--- src/rtl/bus_mn_s1_rr.sv ---
// -----------------------------------------------------------------------------
// bus_mn_s1_rr
// N-master / 1-slave interconnect for the serial system bus.
//
// Arbitrates the per-master bus requests with rotating (round-robin) priority.
// An optional tenure watchdog can force a release. While a grant is active, the
// owner's serial wdata/mode/mvalid are routed to the slave. Slave rdata/svalid
// are returned to the owner only.
//
// Parameters
//   NUM_MASTERS  number of master ports (2..16)
//   MAX_TENURE   max cycles one grant may be held; 0 disables the watchdog
//   TENURE_W     width of the tenure counter (MAX_TENURE < 2**TENURE_W)
//   OWNER_W      derived width of owner_id
//
// Ports
//   clk, rstn                 clock, asynchronous active-low reset
//   m_wdata/m_mode/m_mvalid   per-master serial write bit, mode, valid
//   m_breq                    per-master bus request
//   m_rdata/m_svalid          per-master read bit and valid (owner only)
//   m_bgrant                  per-master grant, one-hot or zero
//   s_rdata/s_svalid/s_ready  slave read bit, read valid, slave idle
//   s_wdata/s_mode/s_mvalid   routed write bit, mode, valid to the slave
//   owner_id, bus_busy        current owner index, grant active
//   tenure_tout               one-cycle pulse when the watchdog forces release
// -----------------------------------------------------------------------------
module bus_mn_s1_rr #(
    parameter int NUM_MASTERS = 4,
    parameter int MAX_TENURE  = 0,
    parameter int TENURE_W    = 16,
    localparam int OWNER_W    = (NUM_MASTERS > 1) ? $clog2(NUM_MASTERS) : 1
) (
    input  logic                   clk,
    input  logic                   rstn,
    input  logic [NUM_MASTERS-1:0] m_wdata,
    input  logic [NUM_MASTERS-1:0] m_mode,
    input  logic [NUM_MASTERS-1:0] m_mvalid,
    input  logic [NUM_MASTERS-1:0] m_breq,
    output logic [NUM_MASTERS-1:0] m_rdata,
    output logic [NUM_MASTERS-1:0] m_svalid,
    output logic [NUM_MASTERS-1:0] m_bgrant,
    input  logic                   s_rdata,
    input  logic                   s_svalid,
    input  logic                   s_ready,
    output logic                   s_wdata,
    output logic                   s_mode,
    output logic                   s_mvalid,
    output logic [OWNER_W-1:0]     owner_id,
    output logic                   bus_busy,
    output logic                   tenure_tout
);

    localparam bit                WD_EN       = (MAX_TENURE != 0);
    localparam logic [TENURE_W-1:0] TENURE_LAST =
        TENURE_W'((MAX_TENURE > 0) ? (MAX_TENURE - 1) : 0);

    typedef enum logic [1:0] {
        IDLE  = 2'd0,
        OWNED = 2'd1,
        TURN  = 2'd2
    } state_t;

    state_t                 state_reg;
    logic [OWNER_W-1:0]     owner_reg;
    logic [OWNER_W-1:0]     last_owner_reg;
    logic [NUM_MASTERS-1:0] grant_reg;
    logic [NUM_MASTERS-1:0] tout_mask_reg;
    logic [TENURE_W-1:0]    tenure_reg;
    logic                   busy_reg;
    logic                   tout_reg;

    // ---------------------------------------------------------------- arbiter
    logic [NUM_MASTERS-1:0] eligible;
    logic                   pick_valid;
    logic [OWNER_W-1:0]     pick_idx;
    logic [OWNER_W-1:0]     cand_idx;
    int                     cand;
    logic [NUM_MASTERS-1:0] pick_onehot;
    logic [NUM_MASTERS-1:0] owner_onehot;

    // Scan from the farthest offset down to last_owner+1 so the nearest
    // requester after the previous owner is the one left standing. The
    // previous owner itself (offset NUM_MASTERS) therefore ranks lowest.
    always_comb begin
        eligible   = m_breq & ~tout_mask_reg;
        pick_valid = 1'b0;
        pick_idx   = '0;
        cand       = 0;
        cand_idx   = '0;
        for (int off = NUM_MASTERS; off >= 1; off--) begin
            cand     = (int'(last_owner_reg) + off) % NUM_MASTERS;
            cand_idx = OWNER_W'(cand);
            if (eligible[cand_idx]) begin
                pick_valid = 1'b1;
                pick_idx   = cand_idx;
            end
        end
    end

    genvar gi;
    generate
        for (gi = 0; gi < NUM_MASTERS; gi++) begin : g_onehot
            assign pick_onehot[gi]  = (pick_idx == OWNER_W'(gi));
            assign owner_onehot[gi] = (owner_reg == OWNER_W'(gi));
        end
    endgenerate

    // ------------------------------------------------------------------- FSM
    always_ff @(posedge clk or negedge rstn) begin
        if (!rstn) begin
            state_reg      <= IDLE;
            owner_reg      <= '0;
            last_owner_reg <= OWNER_W'(NUM_MASTERS - 1);
            grant_reg      <= '0;
            tout_mask_reg  <= '0;
            tenure_reg     <= '0;
            busy_reg       <= 1'b0;
            tout_reg       <= 1'b0;
        end else begin
            tout_reg      <= 1'b0;
            // A timed-out master is locked out until it drops its request.
            tout_mask_reg <= tout_mask_reg & m_breq;
            case (state_reg)
                IDLE: begin
                    if (pick_valid && s_ready) begin
                        owner_reg  <= pick_idx;
                        grant_reg  <= pick_onehot;
                        busy_reg   <= 1'b1;
                        tenure_reg <= '0;
                        state_reg  <= OWNED;
                    end
                end
                OWNED: begin
                    tenure_reg <= tenure_reg + 1'b1;
                    if (!m_breq[owner_reg]) begin
                        grant_reg      <= '0;
                        busy_reg       <= 1'b0;
                        last_owner_reg <= owner_reg;
                        state_reg      <= TURN;
                    end else if (WD_EN && (tenure_reg == TENURE_LAST)) begin
                        grant_reg      <= '0;
                        busy_reg       <= 1'b0;
                        tout_reg       <= 1'b1;
                        tout_mask_reg  <= (tout_mask_reg & m_breq) | owner_onehot;
                        last_owner_reg <= owner_reg;
                        state_reg      <= TURN;
                    end
                end
                TURN: begin
                    tenure_reg <= '0;
                    state_reg  <= IDLE;
                end
                default: begin
                    state_reg <= IDLE;
                end
            endcase
        end
    end

    // --------------------------------------------------------------- datapath
    // Routing is combinational on the registered owner, so an async reset
    // removes s_mvalid from the slave in the same cycle.
    assign s_wdata  = busy_reg & m_wdata[owner_reg];
    assign s_mode   = busy_reg & m_mode[owner_reg];
    assign s_mvalid = busy_reg & m_mvalid[owner_reg];

    generate
        for (gi = 0; gi < NUM_MASTERS; gi++) begin : g_ret
            assign m_rdata[gi]  = busy_reg & owner_onehot[gi] & s_rdata;
            assign m_svalid[gi] = busy_reg & owner_onehot[gi] & s_svalid;
        end
    endgenerate

    assign m_bgrant    = grant_reg;
    assign owner_id    = owner_reg;
    assign bus_busy    = busy_reg;
    assign tenure_tout = tout_reg;

endmodule

--- config.mk ---
export PLATFORM = sky130hd
export DESIGN_NAME = bus_mn_s1_rr
export DESIGN_NICKNAME = d
export VERILOG_FILES = /design/src/rtl/bus_mn_s1_rr.sv
export SDC_FILE = /design/constraint.sdc
export NUM_CORES = 1
export LEC_CHECK = 0
export ABC_AREA = 1
export BUFFER_PORTS_ARGS = -buffer_cell sky130_fd_sc_hd__buf_2
export CAP_MARGIN = 20
export CORE_MARGIN = 2
export CORE_UTILIZATION = 35
export DETAILED_ROUTE_END_ITERATION = 12
export GPL_TIMING_DRIVEN = 0
export PLACE_DENSITY = 0.7
export SLEW_MARGIN = 20
export SYNTH_ARGS = -nofsm -noshare
export SYNTH_HDL_FRONTEND = slang
export SYNTH_SLANG_ARGS = --single-unit
export TNS_END_PERCENT = 1
--- constraint.sdc ---
create_clock -name clk -period 1.75 [get_ports clk]
set_clock_uncertainty 0.15 [all_clocks]
set_input_delay 0.35 -clock clk [delete_from_list [all_inputs] [get_ports clk]]
set_output_delay 0.35 -clock clk [all_outputs]
set_load 0.03 [all_outputs]
# Word level (Yosys, flattened, before mapping)
# Cells that the tools add are included.
[word_totals] ram_bits=0 register_bits=15 mem_bits_ro=0 input_bits=21 mem_count=0 latchBits=0
[classes] n_shift=0 n_reduce_logical=9 n_div=0 n_eq_ne=9 n_addsub=4 bitwise_logic=19 n_lt_le_gt_ge=5 mux=33 multipliers=0
[op_table] op="binary-select mux 1 bit (select 2 bit)" count=8
[op_table] op="bitwise AND 1 bit" count=15
[op_table] op="less-than comparator 2 x 3 -> 1 bit, second input constant" count=5
[op_table] op="two-way mux 1 bit" count=14
[op_table] op="two-way mux 2 bit" count=6
[op_table] op="bitwise AND 4 bit" count=2
[op_table] op="== test 2 bit, second input constant" count=4
[op_table] op="two-way mux 4 bit" count=2
[op_table] op="case mux 4 bit (2 select lines)" count=1
[op_table] op="== test 2 x 1 -> 1 bit, second input constant" count=3
[op_table] op="logical NOT 2 bit" count=3
[op_table] op="AND reduction 2 bit" count=3
[op_table] op="adder 2 x 1 -> 2 bit, second input constant" count=2
[op_table] op="adder 2 bit, second input constant" count=2
[op_table] op="inequality test 2 bit, second input constant" count=2
[op_table] op="inverter 4 bit" count=1
[op_table] op="case mux 2 bit (2 select lines)" count=1
[op_table] op="AND reduction 3 bit" count=1
[op_table] op="case mux 1 bit (2 select lines)" count=1
[op_table] op="nonzero test 2 bit" count=1
[op_table] op="logical AND 1 bit" count=1
[op_table] op="inverter 1 bit" count=1

# Logic depth before layout (Yosys ltp)
[depth] word_depth=11 ltp_mapped=12

# Least setup slack after synthesis
# Ideal clock, no wire load.
[synth_path] path_type="reg2out" startpoint="register owner_reg[0] (netlist: owner_id[0])" endpoint="output m_rdata[1]" slack_ns=-0.362 path_stages_with_launch=5 required_ns=1.250 t_arrival_ns=1.612 path_buffers=0 cell_sequence="dfrtp_1 -> inv_2 -> nor2_1 -> inv_1 -> nor3_1"
[synth_between] elab_chain_len=3
[synth_rtl] element="start, declared" line_no="64" text="logic [OWNER_W-1:0] owner_reg;"
[synth_rtl] element="start signal, assigned" line_no="126" text="owner_reg <= pick_idx;"
[synth_rtl] element="== test 2 x 1 -> 1 bit" line_no="104" text="assign owner_onehot[gi] = (owner_reg == OWNER_W'(gi));"
[synth_rtl] element="bitwise AND 1 bit (2 in series)" line_no="169" text="assign m_rdata[gi] = busy_reg & owner_onehot[gi] & s_rdata;"
[synth_rtl] element="end, declared" line_no="39" text="output logic [NUM_MASTERS-1:0] m_rdata,"
# Every way passes these cells.

# Worst setup path in the final report
[layout_path] startpoint="register owner_reg[1] (netlist: owner_id[1])" endpoint="output s_mvalid"
[layout_between] elab_chain_len=3
[layout_rtl] element="binary-select mux 1 bit (select 2 bit)" line_no="165" text="assign s_mvalid = busy_reg & m_mvalid[owner_reg];"
[layout_rtl] element="two-way mux 1 bit (implied by the code)" line_no="165"
[layout_rtl] element="bitwise AND 1 bit" line_no="165"
[layout_rtl] element="end, declared" line_no="47" text="output logic s_mvalid,"
# Every way passes these cells. The select of a mux whose other input is x is not followed.

==> impl_metrics.tcl <==
set metrics [dict create \
    status "finished, violations left" \
    violations "setup timing" \
    htreeDepth 1 \
    synth_cell_types 26 \
    nNetsFinal 208 \
    placed_area_um2 1287 \
    slew_viol_final 0 \
    leakagePower_nw 0.7921 \
    wl_per_cell_um 12.59 \
    layout_commonest_cell "nand2_1" \
    grt_pass1_vias 1116 \
    grt_busiest_layer "met2" \
    final_antenna_net_count 0 \
    ys_ff_latch 15 \
    rows 19 \
    firstDrtPassIters 4 \
    setup_viol 13 \
    drcViolationCount 0 \
    use_met1_pct 19.74 \
    sw_frac_of_total_pct 54.52 \
    clkPwrFrac_pct 7.2 \
    min_period_over_period_pct 109.7 \
    clk_pin_slew_ps 100 \
    synth_warnings 0 \
    grt_max_degree 16 \
    cts-root-buf "clkbuf_4" \
    combPwrFrac_pct 71.1 \
    antenna_found_initial 0 \
    pwr-share-seq_pct 21.7 \
    irDropWorstVdd_mv 1.153 \
    cts_buffers 3 \
    cts_tree "done" \
    p_per_area_nw_per_um2 1904 \
    critPathSlowestCell "dfrtp_2" \
    p_total_mw 2.856 \
    min_period_ps 1920 \
    setup_tns_ps -1216 \
    cts_sinks 15 \
    crit_path_end_kind "output pin" \
    grt_overflow 0 \
    finalHoldViolCount 0 \
    dr_total_vias 1108 \
    grt_pass1_wl_um 4609 \
    syn_avg_cell_area_um2 7.072 \
    vias_per_cell 5.106 \
    synth.yosys.seq_area_share_pct 38.72 \
    die_w_um 56.81 \
    die_area_um2 3227 \
    arrival_ps 1420 \
    syn-cell-area_um2 975.9 \
    hp-class "in -> reg" \
    clk_path_buf_depth 2 \
    p_switching_mw 1.557 \
    syn_to_final_growth_pct 53.72 \
    max-cap-violations 0 \
    path_cells "nor2_4 -> a22oi_2 -> a21oi_2 -> buf_6" \
    pin_count 40 \
    rsz0062_at_grt "yes" \
    path_class "reg -> out" \
    start_util_pct 36.01 \
    p_int_mw 1.299 \
    layout-drive-gt1-share_pct 48.92 \
    stdcell_area_um2 1500 \
    slowest_delay_ps 500 \
    syn_inst 138 \
    path_delay_family "flip-flops" \
    routed_wl_um 2731 \
    drt_iter0_markers 41 \
    startpoint_type "flip-flop" \
    final_cell_mix "nand2_1, buf_2, nand3_1" \
    synth.net_count 159 \
    fmax_mhz 520.9 \
    port_buffers 38 \
    diodes 0 \
    grt_use_met2_pct 35.05 \
    fp.dieH_um 56.81 \
    gp_congestion 0.7874 \
    cp.required_ps 1250 \
    core_um2 2710 \
    track_usage_pct 17.97 \
    path_buf_inv 1 \
    clk-insertion-delay-late_ps 290 \
    use_met3_pct 2.074 \
    finalWorstSetupSlack_ps -169.8 \
    crit_fanout 5 \
    dp_hpwl_um 2051 \
]
==> worst min-delay path, stage by stage <==
cell and delay (ps):
buf_2 110, nand2_1 50, inv_1 50
==> worst paths after layout <==
kind	from	endpoint	slack (ps)	depth (start not counted)
setup reg to reg	owner_id[0]	m_bgrant[3]	-40	9
hold / removal	m_breq[3]	tout_mask_reg[3]	150	3
min in group asynchronous	rstn	m_bgrant[2]	330	2
hold reg to reg	tout_mask_reg[1]	tout_mask_reg[1]	320	2
max in group asynchronous	rstn	last_owner_reg[0]	820	2
setup / recovery	owner_id[1]	s_mvalid	-170	4
==> synthesized netlist by cell type, drive strengths merged <==
master / n / area share (%)
nand2: 47 / 18
inv: 20 / 7.9
nand3: 17 / 9.7
dfrtp: 13 / 33
nor2: 8 / 3.8
nor3: 8 / 5.8
a22oi: 7 / 5.9
o21ai: 5 / 2.6
a21oi: 3 / 1.5
buf: 2 / 1.9
dfstp: 2 / 5.4
clkinv: 1 / 0.38
conb: 1 / 0.38
nand3b: 1 / 0.77
nand4: 1 / 0.64
xnor2: 1 / 0.90
xor2: 1 / 0.90
==> power groups by stage <==
| stage | clock network (mW) | registers [mW] | logic [mW] |
|---|---|---|---|
| final | 0.206 | 0.620 | 2.03 |
| after global routing | 0.226 | 0.636 | 2.20 |
| after CTS | 0.213 | 0.614 | 1.99 |
| after detailed placement | 0 | 0.597 | 1.69 |
| after global placement | 0 | 0.590 | 1.63 |
| after floorplan | 0 | 0.715 | 1.17 |
==> stage by stage <==
stage | utilization, % | std cells | hold WS [ps] | setup slack (ps)
after CTS | 54.62 | 216 | 142.3 | -177.9
after floorplan | - | 138 | -95.59 | -0.8195
final | 55.36 | 217 | 152.0 | -169.8
after detailed placement | 47.51 | 207 | 133.4 | -163.2
after global routing | 55.36 | 217 | 154.5 | -230.4
after global placement | 47.51 | 207 | 118.1 | -54.90
==> cell type report <==
cell class                 instances  area [µm²]
fill                             255        1210
multi-input combinational        100       644.4
sequential                        15       380.4
timing repair buffer              44       299.0
inverter                          21       91.34
tap                               31       38.79
clock buffer                       3       22.52
buffer                             2       18.77
clock inverter                     1       5.005
==> what timing repair did <==
action,CTS,global route
gates resized for setup,38,6
hold buffers,1,0
pin swaps,5,4
cloned,0,0
endpoints found under the hold margin,13,0
setup endpoints to repair,15,20
setup buffers,4,1
==> layer usage <==
| metal | wire length (µm) | vias to the layer above |
|---|---|---|
| li1 | - | 543 |
| met1 | 1088 | 515 |
| met2 | 1432 | 44 |
| met3 | 169 | 6 |
| met4 | 40 | 0 |
| met5 | 0 | - |
==> logic make-up (layout without fill, tap and decap cells) <==
logic type	after synthesis	after routing	synth area share (%)
AO/OA/AOI/OAI	15	15	9.999
XOR/XNOR	2	2	1.795
other	1	1	0.3842
flip-flops	15	15	38.72
AND/OR/NAND/NOR	82	82	38.85
buffers and inverters	23	71	10.26
(Power assumes the default switching activity.)
